[src/rtl/shifter_operand_decoder_pkg.sv]
// Shared encodings for the ARM data-processing shifter-operand decoder.
// The op_select values match the barrel shifter, and the instruction field positions are defined here.
package shifter_operand_decoder_pkg;

  localparam logic [2:0] OP_LSL = 3'b000;
  localparam logic [2:0] OP_LSR = 3'b001;
  localparam logic [2:0] OP_ASR = 3'b010;
  localparam logic [2:0] OP_ROR = 3'b011;
  localparam logic [2:0] OP_RRX = 3'b100;

  typedef enum logic [1:0] {
    ST_IDLE    = 2'd0,
    ST_READ_RM = 2'd1,
    ST_READ_RS = 2'd2,
    ST_OUTPUT  = 2'd3
  } state_e;

  localparam int unsigned BIT_I         = 25;
  localparam int unsigned BIT_REG_SHIFT = 4;
  localparam int unsigned BIT_7         = 7;
  localparam int unsigned RM_LSB        = 0;
  localparam int unsigned RS_LSB        = 8;
  localparam int unsigned ROT_LSB       = 8;
  localparam int unsigned IMM8_LSB      = 0;
  localparam int unsigned SH_TYPE_LSB   = 5;
  localparam int unsigned SH_IMM_LSB    = 7;

  // The 8-bit immediate is rotated right by twice the 4-bit rotate field.
  function automatic logic [31:0] imm_rotate_amount(input logic [3:0] rot);
    return {27'd0, rot, 1'b0};
  endfunction

endpackage

[src/rtl/shift_field_decode.sv]
// Normalises an immediate-shift field (type and 5-bit amount) into an op_select and a shift amount.
// A zero amount becomes 32 for LSR and ASR, and becomes RRX by 1 for ROR.
module shift_field_decode
  import shifter_operand_decoder_pkg::*;
(
  input  logic [1:0]  i_shift_type,
  input  logic [4:0]  i_shift_imm,
  output logic [2:0]  o_op_select,
  output logic [31:0] o_shift_value
);

  always_comb begin
    o_op_select   = {1'b0, i_shift_type};
    o_shift_value = {27'd0, i_shift_imm};
    if (i_shift_imm == 5'd0) begin
      case (i_shift_type)
        2'b01, 2'b10: o_shift_value = 32'd32;
        2'b11: begin
          o_op_select   = OP_RRX;
          o_shift_value = 32'd1;
        end
        default: ;
      endcase
    end
  end

endmodule

[src/rtl/shifter_operand_decoder.sv]
// Decodes the shifter operand of a data-processing instruction into a barrel-shifter bundle,
// reading Rm and Rs from the register file when needed.
module shifter_operand_decoder
  import shifter_operand_decoder_pkg::*;
(
  input  logic        in_clk,
  input  logic        in_reset,
  input  logic        in_instr_valid,
  output logic        out_instr_ready,
  input  logic [31:0] in_instr,
  input  logic        in_cpsr_c,
  output logic [3:0]  out_rf_addr,
  output logic        out_rf_req,
  input  logic [31:0] in_rf_data,
  output logic        out_valid,
  input  logic        in_ready,
  output logic [31:0] out_data,
  output logic [31:0] out_shift_value,
  output logic [2:0]  out_op_select,
  output logic        out_carry,
  output logic        out_bad_encoding
);

  state_e      r_state;
  logic [11:0] r_operand;
  logic        r_carry;
  logic [31:0] r_data;
  logic [31:0] r_shift_value;
  logic [2:0]  r_op;
  logic        r_bad;

  logic [2:0]  w_imm_op;
  logic [31:0] w_imm_value;
  logic        w_accept;
  logic        w_unused;

  assign w_unused = ^{in_instr[31:26], in_instr[24:12]};
  assign w_accept = (r_state == ST_IDLE) && in_instr_valid;

  shift_field_decode u_shift_field_decode (
    .i_shift_type  (r_operand[SH_TYPE_LSB +: 2]),
    .i_shift_imm   (r_operand[SH_IMM_LSB +: 5]),
    .o_op_select   (w_imm_op),
    .o_shift_value (w_imm_value)
  );

  always_ff @(posedge in_clk or posedge in_reset) begin
    if (in_reset) begin
      r_state       <= ST_IDLE;
      r_operand     <= 12'd0;
      r_carry       <= 1'b0;
      r_data        <= 32'd0;
      r_shift_value <= 32'd0;
      r_op          <= OP_LSL;
      r_bad         <= 1'b0;
    end else begin
      case (r_state)
        ST_IDLE: begin
          if (w_accept) begin
            r_operand <= in_instr[11:0];
            r_carry   <= in_cpsr_c;
            r_bad     <= 1'b0;
            if (in_instr[BIT_I]) begin
              r_data        <= {24'd0, in_instr[IMM8_LSB +: 8]};
              r_op          <= OP_ROR;
              r_shift_value <= imm_rotate_amount(in_instr[ROT_LSB +: 4]);
              r_state       <= ST_OUTPUT;
            end else begin
              r_state <= ST_READ_RM;
            end
          end
        end
        ST_READ_RM: begin
          r_data <= in_rf_data;
          if (r_operand[BIT_REG_SHIFT] && !r_operand[BIT_7]) begin
            r_state <= ST_READ_RS;
          end else begin
            // Bit 4 and bit 7 both set is a multiply/extension space encoding, not a shift.
            if (r_operand[BIT_REG_SHIFT]) begin
              r_op          <= OP_LSL;
              r_shift_value <= 32'd0;
              r_bad         <= 1'b1;
            end else begin
              r_op          <= w_imm_op;
              r_shift_value <= w_imm_value;
            end
            r_state <= ST_OUTPUT;
          end
        end
        ST_READ_RS: begin
          r_shift_value <= {24'd0, in_rf_data[7:0]};
          r_op          <= {1'b0, r_operand[SH_TYPE_LSB +: 2]};
          r_state       <= ST_OUTPUT;
        end
        ST_OUTPUT: begin
          if (in_ready) begin
            r_state <= ST_IDLE;
          end
        end
        default: r_state <= ST_IDLE;
      endcase
    end
  end

  assign out_instr_ready  = (r_state == ST_IDLE) && !in_reset;
  assign out_rf_req       = (r_state == ST_READ_RM) || (r_state == ST_READ_RS);
  assign out_rf_addr      = (r_state == ST_READ_RM) ? r_operand[RM_LSB +: 4] :
                            (r_state == ST_READ_RS) ? r_operand[RS_LSB +: 4] : 4'd0;
  assign out_valid        = (r_state == ST_OUTPUT);
  assign out_data         = r_data;
  assign out_shift_value  = r_shift_value;
  assign out_op_select    = r_op;
  assign out_carry        = r_carry;
  assign out_bad_encoding = r_bad;

endmodule

[config.mk]
export PLATFORM = sky130hd
export DESIGN_NAME = shifter_operand_decoder
export DESIGN_NICKNAME = d
export VERILOG_FILES = /design/src/rtl/shifter_operand_decoder_pkg.sv /design/src/rtl/shift_field_decode.sv /design/src/rtl/shifter_operand_decoder.sv
export SDC_FILE = /design/constraint.sdc
export NUM_CORES = 1
export LEC_CHECK = 0
export CAP_MARGIN = 25
export CELL_PAD_IN_SITES_DETAIL_PLACEMENT = 0
export CELL_PAD_IN_SITES_GLOBAL_PLACEMENT = 1
export CORE_AREA = 2 2 104 106
export DETAILED_ROUTE_END_ITERATION = 7
export DIE_AREA = 0 0 106 108
export PLACE_DENSITY = 0.83
export SKIP_CTS_REPAIR_TIMING = 1
export SLEW_MARGIN = 20
export SYNTH_ARGS = -nofsm -noshare
export SYNTH_HDL_FRONTEND = slang
export SYNTH_SLANG_ARGS = --single-unit
export TNS_END_PERCENT = 20
[constraint.sdc]
create_clock -name in_clk -period 2.3 [get_ports in_clk]
set_clock_uncertainty 0.1 [all_clocks]
set_input_delay 0.575 -clock in_clk [delete_from_list [all_inputs] [get_ports in_clk]]
set_output_delay 0.575 -clock in_clk [all_outputs]
set_load 0.05 [all_outputs]
==> After elaboration in Yosys (flattened, before gate mapping) <==
Index checks and enable logic that the tools add are counted.
{ "totals": {"ff_bits": 83, "inputBits": 69} }
{ "classes": {"n_mux": 28, "eq_ne": 11, "n_reduce_logical": 16} }
{ "ops": {"columns": ["operator", "n"], "rows": [
  ["32-bit two-way mux", 7],
  ["32-bit one-hot mux with 3 select lines", 1],
  ["32-bit one-hot mux with 2 select lines", 1],
  ["3-bit two-way mux", 6],
  ["6-bit one-hot mux with 2 select lines", 1],
  ["3-bit one-hot mux with 3 select lines", 1],
  ["2-bit == test, second input constant", 4],
  ["4-bit two-way mux", 2],
  ["2-bit inequality test, second input constant", 4],
  ["2-bit one-hot mux with 4 select lines", 1],
  ["4-bit AND reduction", 2],
  ["2-bit two-way mux", 3],
  ["5-bit zero test", 1],
  ["2-bit by 1-bit == test with 1-bit output, second input constant", 2],
  ["1-bit two-way mux", 4],
  ["2-bit AND reduction", 2],
  ["1-bit logical AND", 3],
  ["3-bit AND reduction", 1],
  ["3-bit nonzero test", 1],
  ["1-bit zero test", 2],
  ["2-bit zero test", 1],
  ["2-bit by 1-bit inequality test with 1-bit output, second input constant", 1],
  ["1-bit one-hot mux with 2 select lines", 1],
  ["2-bit nonzero test", 1],
  ["2 further kinds", 2]
]} }

==> Longest topological paths before layout <==
Gate-level depths: netlist of the first run.
{ "logic_depth": {"word_depth": 7, "depth_mapped": 9, "mapped_depth_nobuf": 6} }

==> By module <==
Synthesis of the first run repeated with hierarchy kept, for this count alone.
{ "hier_totals": {"cells_unflattened": 413, "area_unflattened_um2": 4326.6} }
{ "modules_own_cells": {"columns": ["mod", "instances", "area_per_inst_um2", "cells_per_inst"], "rows": [
  ["shifter_operand_decoder", 1, 3970.1, 368],
  ["shift_field_decode", 1, 356.6, 45]
]} }

==> Worst setup path after synthesis of the first run <==
OpenSTA, ideal clock, no wires.
{ "synth_path": {"path_type": "register -> output", "start": "reg r_state[0]", "end": "out out_rf_addr[0]", "t_required_ns": 1.625, "arrival_time_ns": 2.175, "path_buffers": 1, "setup_slack_ns": -0.550, "path_stages_with_launch": 6, "path_cell_list": "dfrtp_1 inv_1 ha_1 clkbuf_1 nand2_1 o21ai_0"} }
{ "synth_via": {"elab_chain_cells": 3, "elab_cells_between_ends": 4} }
{ "synth_lines": {"columns": ["element", "line", "rtl"], "rows": [
  ["from (decl)", "shifter_operand_decoder.sv:24", "state_e r_state;"],
  ["from (signal assigned)", "shifter_operand_decoder.sv:49", "r_state <= ST_IDLE;"],
  ["from (signal assigned)", "shifter_operand_decoder.sv:67", "r_state <= ST_OUTPUT;"],
  ["from (signal assigned)", "shifter_operand_decoder.sv:69", "r_state <= ST_READ_RM;"],
  ["2-bit == test", "shifter_operand_decoder.sv:108", "(r_state == ST_READ_RS) ? r_operand[RS_LSB +: 4] : 4'd0;"],
  ["4-bit two-way mux", "shifter_operand_decoder.sv:108", null],
  ["4-bit two-way mux (*)", "shifter_operand_decoder.sv:107", "assign out_rf_addr = (r_state == ST_READ_RM) ? r_operand[RM_LSB +: 4] :"],
  ["to (decl)", "shifter_operand_decoder.sv:12", "output logic [3:0] out_rf_addr,"]
]} }
Every way passes the cells marked *; elsewhere a longest branch is shown, timed or not.

==> Worst setup path in the final report of the first run <==
{ "layout_path": {"start": "reg r_state[1]", "end": "out out_instr_ready"} }
{ "layout_via": {"elab_chain_cells": 2} }
{ "layout_lines": {"columns": ["element", "line", "rtl"], "rows": [
  ["2-bit zero test", "shifter_operand_decoder.sv:105", "assign out_instr_ready = (r_state == ST_IDLE) && !in_reset;"],
  ["1-bit logical AND", "shifter_operand_decoder.sv:105", null],
  ["to (decl)", "shifter_operand_decoder.sv:9", "output logic out_instr_ready,"]
]} }
Every way passes these cells.

==> run_results.csv, run 1 <==
group,metric,value,unit
global_route,grt_pass1_wl,11700,um
cts,cts-root-buf,"clkbuf_8",
placement,port_buffers,101,
floorplan,core_area,0.0102,sq mm
setup_path,path_class,"reg2out",
cts,clk_pin_slew,70,ps
setup_path,path_max_fanout,6,
setup_path,slowest_delay,470,ps
global_route,antenna_found_initial,0,
yosys,synth_simple_gate_area_share,0.150,
global_route,overflow,0,
cts,clock_sinks,59,
setup_path,startpoint,"r_state[1]",
floorplan,die_h,108,um
setup_path,cp.depth,4,
yosys,syn-instance-count,308,
cts,clock_latency,340,ps
finish,drive_above_1_share,0.158,
detailed_routing,avgViaCountPerCell,4.32,
setup_path,crit_family,"flip-flops",
detailed_routing,drt_pre_antenna_iters,6,
power,power_density,1720,mW/mm^2
detailed_routing,drt-total-wl,7520,um
setup_path,cp_slowest_cell,"dfrtp_1",
yosys,synth_compound_area_frac,0.131,
floorplan,initial_core_util,0.289,
yosys,synthArstFlopShare,1.00,
sta,relSlewSlack,0.634,
placement,dp_hpwl,5420,um
yosys,synth_xor_area_frac,0,
sta,drv_slew,0,
setup_path,cp_data_required_time,1620,ps
setup_path,r2r_end,"out_shift_value[3]",
setup_path,reg2reg_depth,8,
detailed_routing,drtIter0Drc,94,
yosys,yosysWarnings,0,
yosys,syn_area,0.00296,sq mm
yosys,ys_seq_area_frac,0.499,
setup_path,path_cells,"inv_2 -> ha_2 -> nor2b_2 -> buf_12",
yosys,synth_top_family_by_area,"simple AND/OR/NAND/NOR gates",
power,p_total,7650,uW
setup_path,worst_setup_path_start_kind,"flop",
detailed_routing,drcViolationCount,0,
setup_path,critPathCaptureType,"output port",
detailed_routing,num_vias,2413,
finish,num_antenna_cells,0,
sta,fmaxAchievable,448,MHz
detailed_routing,wl_per_cell,13.5,um
cts,cts_buffers,9,
hold_path,hp-class,"reg2reg",
sta,rsz0062_at_grt,"true",
placement,globalplace.congestion,0.841,
setup_path,reg2reg_from,"r_state[1]",
floorplan,io_pins,145,
setup_path,r2r_setup_slack,160,ps
detailed_routing,ant_nets,0,
yosys,synth_edf_count,0,
yosys,ys_seq_elements,59,
run,cap_violations,0,
outcome,outcome,"finished clean",
sta,min_period,2230,ps
global_route,grt_pass1_vias,2293,
yosys,yosys_most_used_dff,"dfrtp_1",
floorplan,rows,37,
sta,hold_viol,0,
sta,setup_viol,0,
cts,cts.htree.levels,3,
yosys,avgSynthCellArea,9.60,sq um
setup_path,crit_arrival,1560,ps
sta,period_share,0.971,
yosys,yosys.area_share.adder,0.0423,
yosys,ys_types,36,
sta,worstMarginPinSlew,548,ps
floorplan,die_w,106,um
cts,cts.path.max_buffers,2,
setup_path,crit_buf_inv,2,
sta,setup_tns,0,ps
finish,nets,497,
yosys,synth.area.mux_share,0.0799,
floorplan,dieArea,0.0114,sq mm
cts,cts_tree,"built",
finish,syn_to_final_growth,50.0,%
global_route,track_usage,0.131,
power,power.leakage,0.00195,uW
global_route,grt_start_max_net_pins,65,
power,ir_drop,1010,uV
setup_path,cp-endpoint,"out_instr_ready",
## cell usage in the layout, fill, tap and decap left out, types with 2 or more instances in the layout
master,synthesis,routed
clkdlybuf4s50_1,0,93
nand2_1,76,76
dfrtp_1,59,58
o21ai_0,39,35
conb_1,1,24
buf_4,24,16
mux2_2,13,13
clkbuf_8,0,12
nor2_1,11,11
mux2i_1,9,9
buf_12,0,8
ha_1,10,7
a22oi_1,4,4
a211oi_1,4,4
a21o_1,4,4
inv_1,7,4
o21ai_2,0,4
and4b_1,3,3
inv_2,0,3
a31oi_1,3,3
a21oi_1,3,3
nor2b_1,3,2
nand3_1,2,2
and2b_1,2,2
a41oi_1,2,2
ha_4,0,2
clkinv_2,0,2
## flip-flops by register name, indices dropped and copies added (netlist names)
register	flops
out_bad_encoding	1
out_carry	1
out_data	32
r_operand	12
r_state	2
out_op_select	3
out_shift_value	8
## routing by layer
metal / global-route usage / up-vias / wire, um
met5: 0 / - / 0
met4: 0.0414 / 0 / 74
met1: 0.174 / 1105 / 3490
met2: 0.209 / 89 / 3480
li1: - / 1211 / -
met3: 0.0374 / 8 / 468
## worst min path at each step
stage / start / end / slack (ps) / cells past startpoint
floorplan: r_operand[0] / r_operand[0] / 380 / 1
global placement: out_shift_value[7] / out_shift_value[7] / 360 / 2
detailed placement: out_data[11] / out_data[11] / 370 / 2
CTS: out_data[11] / out_data[11] / 390 / 2
global route: out_data[25] / out_data[25] / 420 / 2
finish: out_data[19] / out_data[19] / 380 / 2
## per-stage QoR
| stage | hold WS (ps) | instances | area, sq um | utilization | setup slack (ps) |
|---|---|---|---|---|---|
| 2_1_floorplan | 379 | 331 | 3050 | - | -176 |
| 3_3_place_gp | 361 | 541 | 4170 | 0.407 | 134 |
| 3_5_place_dp | 371 | 541 | 4170 | 0.407 | 140 |
| 4_1_cts | 387 | 557 | 4380 | 0.428 | -165 |
| 5_1_grt | 418 | 559 | 4440 | 0.434 | -24.3 |
| 6_report | 380 | 559 | 4440 | 0.434 | 67.4 |
## synth_stat cells, types with 3 or more instances
master    number  area [sq um]
nand2_1       76           285
dfrtp_1       59          1480
o21ai_0       39           195
buf_4         24           180
mux2_2        13           146
nor2_1        11          41.3
ha_1          10           125
clkbuf_1       9          33.8
mux2i_1        9          90.1
inv_1          7          26.3
buf_2          5          25.0
a211oi_1       4          30.0
a21o_1         4          30.0
a22oi_1        4          30.0
a21oi_1        3          15.0
a31oi_1        3          18.8
and4b_1        3          30.0
nor2b_1        3          18.8
## area by class of cell
type | count | area [sq um]
Clock buffer | 12 | 165
Clock inverter | 4 | 47.5
Fill cell | 944 | 5800
Inverter | 7 | 26.3
Multi-Input combinational cell | 224 | 1340
Sequential cell | 59 | 1480
Tap cell | 136 | 170
Timing Repair Buffer | 117 | 1210
## kinds of logic after synthesis
group,Yosys count
AND/OR/NAND/NOR,103
AO/OA/AOI/OAI,65
flip-flops,59
buffers and inverters,48
multiplexers,22
adder cells (fa/ha/maj),10
other,1
## tightest hold or removal path: stages (launching register included)
cell     delay [ps]
dfrtp_1         340
nand2_1          50
o21ai_0          60
## power breakdown
group / switching (uW) / leakage (uW) / internal [uW]
Combinational: 2980 / 0.00109 / 1760
Clock: 421 / 0.000108 / 585
Sequential: 351 / 0.000752 / 1540
Total: 3760 / 0.00195 / 3890
(Power assumes the default switching activity.)
==> inputs of run 2 (changes only) <==
--- a/config.mk
+++ b/config.mk
@@ -12,6 +12,7 @@
 export DETAILED_ROUTE_END_ITERATION = 7
 export DIE_AREA = 0 0 106 108
 export PLACE_DENSITY = 0.83
+export SETUP_SLACK_MARGIN = 0.05
 export SKIP_CTS_REPAIR_TIMING = 1
 export SLEW_MARGIN = 20
 export SYNTH_ARGS = -nofsm -noshare
==> run_results.csv, run 2 (synthesis gave the netlist of run 1 again) <==
group,metric,value,unit
placement,globalplace.congestion,0.841,
setup_path,r2r_setup_slack,320,ps
sta,worstMarginPinSlew,545,ps
power,ir_drop,973,uV
sta,hold_viol,0,
cts,cts_buffers,9,
finish,drive_above_1_share,0.169,
sta,relSlewSlack,0.636,
setup_path,path_cells,"inv_4 -> ha_4 -> nand2_1 -> o21ai_4 -> buf_12",
cts,cts_tree,"built",
placement,dp_hpwl,5420,um
detailed_routing,drt_pre_antenna_iters,6,
sta,setup_viol,0,
detailed_routing,avgViaCountPerCell,4.33,
sta,rsz0062_at_grt,"true",
global_route,grt_pass1_vias,2293,
finish,layout_commonest_cell,"clkdlybuf4s50_1",
finish,largest_reg_flops,32,
hold_path,min_to,"out_data[19]",
cts,cts.path.max_buffers,2,
detailed_routing,drtIter0Drc,88,
sta,period_share,0.963,
setup_path,reg2reg_from,"r_state[1]",
power,p_total,7770,uW
setup_path,worst_setup_path_start_kind,"flop",
global_route,track_usage,0.131,
setup_path,path_max_fanout,8,
hold_path,hp-start,"out_data[19]",
finish,nets,501,
setup_path,crit_arrival,1540,ps
cts,cts-root-buf,"clkbuf_8",
sta,fmaxAchievable,451,MHz
sta,drv_slew,0,
floorplan,dieArea,0.0114,sq mm
setup_path,crit_family,"flip-flops",
global_route,antenna_found_initial,0,
sta,hold_slack,380,ps
sta,min_period,2220,ps
floorplan,die_h,108,um
floorplan,rows,37,
global_route,overflow,0,
detailed_routing,wl_per_cell,13.6,um
placement,place_inst,541,
setup_path,reg2reg_depth,7,
power,power.leakage,0.00197,uW
detailed_routing,topRoutingLayerUsed,"met4",
cts,clock_latency,340,ps
detailed_routing,num_vias,2435,
finish,postLayoutCellArea,0.00449,sq mm
finish,fillers,940,
run,cap_violations,0,
finish,final_cell_mix,"clkdlybuf4s50_1 (93), nand2_1 (76), dfrtp_1 (57)",
finish,num_antenna_cells,0,
setup_path,r2r_end,"out_op_select[1]",
hold_path,whs_path_depth,2,
placement,port_buffers,101,
global_route,grt_start_max_net_pins,65,
finish,register_area,0.00148,sq mm
setup_path,path_class,"reg2out",
cts,clk_pin_slew,60,ps
finish,syn_to_final_growth,51.9,%
cts,cts.htree.levels,3,
floorplan,core_area,0.0102,sq mm
setup_path,cp_slowest_cell,"dfrtp_2",
detailed_routing,drt-total-wl,7630,um
floorplan,io_pins,145,
setup_path,cp_data_required_time,1620,ps
hold_path,hp-class,"reg2reg",
detailed_routing,met3_length,448,um
setup_path,slowest_delay,460,ps
cts,clock_sinks,59,
detailed_routing,met1Wirelength,3540,um
finish,multi_input_area,0.00136,sq mm
outcome,outcome,"finished clean",
setup_path,critPathCaptureType,"output port",
detailed_routing,drcViolationCount,0,
global_route,grt_pass1_wl,11700,um
finish,final_cells,563,
detailed_routing,wl_met2,3570,um
setup_path,crit_buf_inv,2,
floorplan,die_w,106,um
floorplan,initial_core_util,0.289,
detailed_routing,ant_nets,0,
power,power_density,1730,mW/mm^2
placement,placed_area,0.00417,sq mm
-- run 2: cell types whose count changed in the layout (fill, tap and decap cells not counted), sizes merged --
| cell | before | now |
|---|---|---|
| buf | 24 | 28 |
-- run 2: cell type report --
cell class                      count  area share
Timing Repair Buffer              121       0.276
Sequential cell                    59       0.329
Clock inverter                      4      0.0106
Clock buffer                       12      0.0367
Tap cell                          136      0.0379
Multi-Input combinational cell    224       0.303
Inverter                            7     0.00640
-- run 2: worst max path at each step --
stage | cells past startpoint | end | slack [ps] | start
floorplan | 5 | out_rf_addr[1] | -180 | r_state[0]
global placement | 6 | out_shift_value[4] | 130 | in_instr_valid
detailed placement | 6 | out_shift_value[3] | 140 | in_instr_valid
CTS | 5 | out_rf_addr[3] | -160 | r_state[1]
global route | 5 | out_rf_addr[1] | 20 | r_state[0]
finish | 5 | out_rf_addr[1] | 80 | r_state[0]
-- run 2: worst min-delay path, cell delays in order, from the launching register on --
cell and delay [ps]:
dfrtp_1 340, nand2_1 50, o21ai_0 60
-- run 2: report_power, final --
group          leakage, uW  switching, uW  total [uW]  internal (uW)
clock network     0.000108            422        1010            585
logic              0.00111           3040        4880           1840
registers         0.000751            339        1880           1540
total              0.00197           3800        7770           3970
-- run 2: through the flow --
step | util | TNS (ps) | worst slack [ps]
global route | 0.439 | 0 | 18.9
finish | 0.439 | 0 | 84.4
floorplan | - | -528 | -176
CTS | 0.428 | -618 | -165
global placement | 0.407 | 0 | 134
detailed placement | 0.407 | 0 | 140
-- run 2: metal layers --
metal,track usage,up-vias
li1,-,1217
met1,0.174,1121
met2,0.209,89
met3,0.0374,8
met4,0.0414,0
met5,0,-
